## config.mk

```make
export PLATFORM = sky130hd
export DESIGN_NAME = serial_subtract_ctrl
export DESIGN_NICKNAME = d
export VERILOG_FILES = /design/src/rtl/serial_subtract_ctrl.sv
export SDC_FILE = /design/constraint.sdc
export NUM_CORES = 1
export LEC_CHECK = 0
export BUFFER_PORTS_ARGS = -buffer_cell sky130_fd_sc_hd__buf_2
export CAP_MARGIN = 20
export CORE_MARGIN = 2
export CORE_UTILIZATION = 56
export CTS_BUF_LIST = sky130_fd_sc_hd__clkbuf_4 sky130_fd_sc_hd__clkbuf_8
export CTS_CLUSTER_SIZE = 25
export DETAILED_ROUTE_END_ITERATION = 16
export MAX_ROUTING_LAYER = met4
export PLACE_DENSITY_LB_ADDON = 0.15
export SYNTH_ARGS = -nofsm -noshare
export SYNTH_HDL_FRONTEND = slang
export SYNTH_HIERARCHICAL = 1
export SYNTH_SLANG_ARGS = --single-unit
```

## constraint.sdc

```tcl
create_clock -name clk -period 1.48 [get_ports clk]
set_input_delay 0 -clock clk [delete_from_list [all_inputs] [get_ports clk]]
set_output_delay 0 -clock clk [all_outputs]
set_load 0.01 [all_outputs]
```

## src/rtl/serial_subtract_ctrl.sv

```systemverilog
// Bit-serial WIDTH-bit subtractor: one subtract cell stepped LSB-first over WIDTH cycles.
// Start/done handshake; D and bOut are registered and only change on completion or reset.

module sub_cell (
   input  logic a,
   input  logic b,
   input  logic bin,
   output logic d,
   output logic bo
);
   assign d  = a ^ b ^ bin;
   assign bo = (~a & b) | (~(a ^ b) & bin);
endmodule

module serial_subtract_ctrl #(
   parameter int WIDTH = 8
) (
   input  logic             clk,
   input  logic             rst,
   input  logic             start,
   input  logic [WIDTH-1:0] A,
   input  logic [WIDTH-1:0] B,
   output logic             busy,
   output logic             done,
   output logic [WIDTH-1:0] D,
   output logic             bOut
);
   localparam int CW = (WIDTH > 2) ? $clog2(WIDTH) : 1;

   typedef enum logic [1:0] {IDLE, RUN, FIN} state_t;

   state_t           state;
   logic [WIDTH-1:0] a_sr, b_sr, res_sr;
   logic [CW-1:0]    cnt;
   logic             borrow;
   logic             cell_d, cell_bo;

   sub_cell u_cell (
      .a   (a_sr[0]),
      .b   (b_sr[0]),
      .bin (borrow),
      .d   (cell_d),
      .bo  (cell_bo)
   );

   always_ff @(posedge clk) begin
      if (rst) begin
         state  <= IDLE;
         a_sr   <= '0;
         b_sr   <= '0;
         res_sr <= '0;
         cnt    <= '0;
         borrow <= 1'b0;
         busy   <= 1'b0;
         done   <= 1'b0;
         D      <= '0;
         bOut   <= 1'b0;
      end else begin
         case (state)
            IDLE: begin
               done <= 1'b0;
               if (start) begin
                  a_sr   <= A;
                  b_sr   <= B;
                  borrow <= 1'b0;
                  cnt    <= '0;
                  busy   <= 1'b1;
                  state  <= RUN;
               end
            end
            RUN: begin
               // result fills from the MSB end so bit 0 lands in place after WIDTH shifts
               res_sr <= {cell_d, res_sr[WIDTH-1:1]};
               a_sr   <= a_sr >> 1;
               b_sr   <= b_sr >> 1;
               borrow <= cell_bo;
               cnt    <= cnt + 1'b1;
               if (cnt == CW'(WIDTH - 1)) begin
                  D     <= {cell_d, res_sr[WIDTH-1:1]};
                  bOut  <= cell_bo;
                  busy  <= 1'b0;
                  done  <= 1'b1;
                  state <= FIN;
               end
            end
            FIN: begin
               done  <= 1'b0;
               state <= IDLE;
            end
            default: begin
               busy  <= 1'b0;
               done  <= 1'b0;
               state <= IDLE;
            end
         endcase
      end
   end
endmodule

```

==> impl_metrics.yaml <==
cts:
  cts_sinks: 40
  clk-insertion-delay-late_ps: 340
  tritoncts: "yes"
  clockBufferDepth: 2
  ctsHoldBuffers: 15
  path_clk_slew_ps: 110
  cts_root_buffer: "clkbuf_4"
  cts_setup_buffers: 0
  cts_resized: 0
  cts_buffers: 5
  htree_levels: 2
critical_path:
  regToRegStartpoint: "cnt[0]"
  path_common_cell: "ha_1"
  crit_type: "reg -> reg"
  arrival_ps: 1610
  crit_fanout: 10
  max_stage_delay_ps: 340
  regToRegEndpoint: "D[1]"
  r2r_cells: 5
  endpoint_kind: "flop"
  cp.required_ps: 1760
  start_kind: "flop"
  crit_end: "D[1]"
  cp_slowest_cell: "dfxtp_1"
  crit_chain: "ha_1 > ha_1 > nand3b_1 > nand2_1 > a21oi_1"
  rrSetupSlack_ps: 140
  crit_start: "cnt[0]"
worst_hold_path:
  holdPathStages: 3
  hold_path_class: "in -> reg"
  hp-start: "A[6]"
final_layout:
  regArea_sq_um: 800.8
  drive_above_1_share: 0.1872
  fin_util: 0.7382
  syn_to_final_growth_pct: 25.53
  num_antenna_cells: 0
  multi_input_area_sq_um: 708.2
  final.fill_count: 211
  fin_nets: 241
  final_area_sq_um: 2018
route:
  wl_per_cell_um: 12.02
  viasPerCell: 5.308
  wl_um: 3005
  num_vias: 1327
  ant_nets: 0
  drt_first_pass_iters: 4
  drc: 0
  drtIter0Drc: 23
synth:
  synth-seq-area-share: 0.4981
  netlist.area_leader.share: 0.4981
  async_flop_share: 0
  synthTopCellsByCount: "dfxtp_1, nand2_1, nor2_1"
  synth_top_cell_by_area: "dfxtp_1"
  synth.distinct_cells: 23
  avgSynthCellArea_sq_um: 9.084
  synthFlopType: "dfxtp_1"
  syn_nets: 199
  yosysMostFrequentCell: "dfxtp_1"
  syn-instance-count: 177
  synthTopCellsByArea: "dfxtp_1, mux2i_1, a211oi_1"
  yosysWarnings: 6
  synth_edf_count: 0
  syn_area_sq_um: 1608
  ys_ff_latch: 40
pwr:
  power_per_cell_area_nw_per_um2: 1107
  peakVddDrop_mv: 1.379
  leakage_uw: 0.0008603
placement:
  numPortBuffers: 29
  hpwl_um: 1978
  gp_congestion: 0.7432
  placed_cell_area_sq_um: 1770
global_routing:
  gr-total-overflow: 0
  grt_antenna_before_repair: 0
  grt_pass1_vias: 1210
  grt_max_degree: 41
  track_usage: 0.2126
  grt_pass1_wl_um: 5223
die:
  fp.dieH_um: 57.58
  pin_count: 30
  die-width_um: 57.58
  num_rows: 19
  coreArea_sq_um: 2734
  design.die.area_sq_um: 3315
  floorplan.initialDensity: 0.5881
sta:
  fmax_mhz: 747.9
  max_slew_margin: 0.5510
  setup_viol: 0
  grt_setup_unrepaired: "false"
  finalHoldViolCount: 0
  final.min_clock_period_ps: 1337
  setup_tns_ps: 0
  worst_pin_slew_ps: 673.5
  skew_ps: 5.925
  slew_violations: 0
  finalCritPeriodShare: 0.9034
flow_run:
  max-cap-violations: 0
outcome:
  status: "complete, no violations"
==> power by group <==
| part | total [uW] | internal, uW | switching [uW] |
|---|---|---|---|
| logic | 233 | 120 | 113 |
| clock network | 850 | 517 | 332 |
| registers | 1150 | 1120 | 27.7 |
| total | 2230 | 1760 | 474 |
==> final cells by class <==
| type | count | share of cell area |
|---|---|---|
| sequential | 40 | 0.3968 |
| multi-input combinational | 119 | 0.3509 |
| timing repair buffer | 49 | 0.1773 |
| clock inverter | 2 | 0.02976 |
| tap | 31 | 0.01922 |
| clock buffer | 5 | 0.01860 |
| inverter | 4 | 0.007440 |
==> cells by family (layout without fill, tap and decap cells) <==
logic type	Yosys count	after routing	synth area share
AND/OR/NAND/NOR	62	62	0.1634
buffers and inverters	18	60	0.06148
flip-flops	40	40	0.4981
adder cells (fa/ha/maj)	3	3	0.02801
multiplexers	16	16	0.09961
AO/OA/AOI/OAI	38	38	0.1494
==> registers in the layout, indices dropped and copies added (netlist names) <==
register / cells
state: 2
bOut: 1
b_sr: 8
borrow: 1
done: 1
a_sr: 8
cnt: 3
D: 8
res_sr: 7
busy: 1
==> placed cells by master (no fill, tap or decap), drive strengths merged <==
cell type	netlist	layout
a211oi	14	14
a21oi	17	17
a22oi	5	5
and2b	1	1
buf	9	34
bufinv	0	2
clkbuf	5	5
dfxtp	40	40
dlygate4sd3	0	15
fa	1	1
ha	2	2
inv	4	4
mux2i	16	16
nand2	23	23
nand2b	2	2
nand3	9	9
nand3b	1	1
nor2	23	23
nor3	2	2
nor3b	1	1
o21ai	1	1
o21bai	1	1
==> worst min-delay path by stage <==
stage	to	slack, ps
2_1_floorplan	a_sr[7]	150
3_3_place_gp	b_sr[7]	240
3_5_place_dp	b_sr[7]	250
4_1_cts	a_sr[6]	2
5_1_grt	a_sr[6]	50
6_report	a_sr[6]	10
==> worst max-delay path: cells and delay by family (launching register included) <==
kind,cells,cell delay [ps]
AOI/OAI and AO/OA,1,150
DFF,1,340
and+or+nand+nor,2,380
adders and majority gates,2,390
==> per-layer routing <==
metal | vias up | global-route usage | wire length [um]
met4 | 0 | 0.07973 | 64
li1 | 695 | - | -
met5 | - | - | 0
met3 | 9 | 0.06122 | 133
met1 | 598 | 0.2395 | 1348
met2 | 25 | 0.3555 | 1459
==> stage by stage <==
step / hold WS, ps / setup slack [ps] / power, uW / std cells
global placement: 240.1 / 234.3 / 1368 / 228
detailed placement: 246.1 / 164.1 / 1378 / 228
floorplan: 148.3 / 276.1 / 1320 / 177
finish: 11.81 / 142.9 / 2233 / 250
CTS: 2.253 / 136.3 / 2254 / 250
global route: 45.32 / 7.247 / 2320 / 250
No activity file was read; power rests on OpenSTA's default activity.
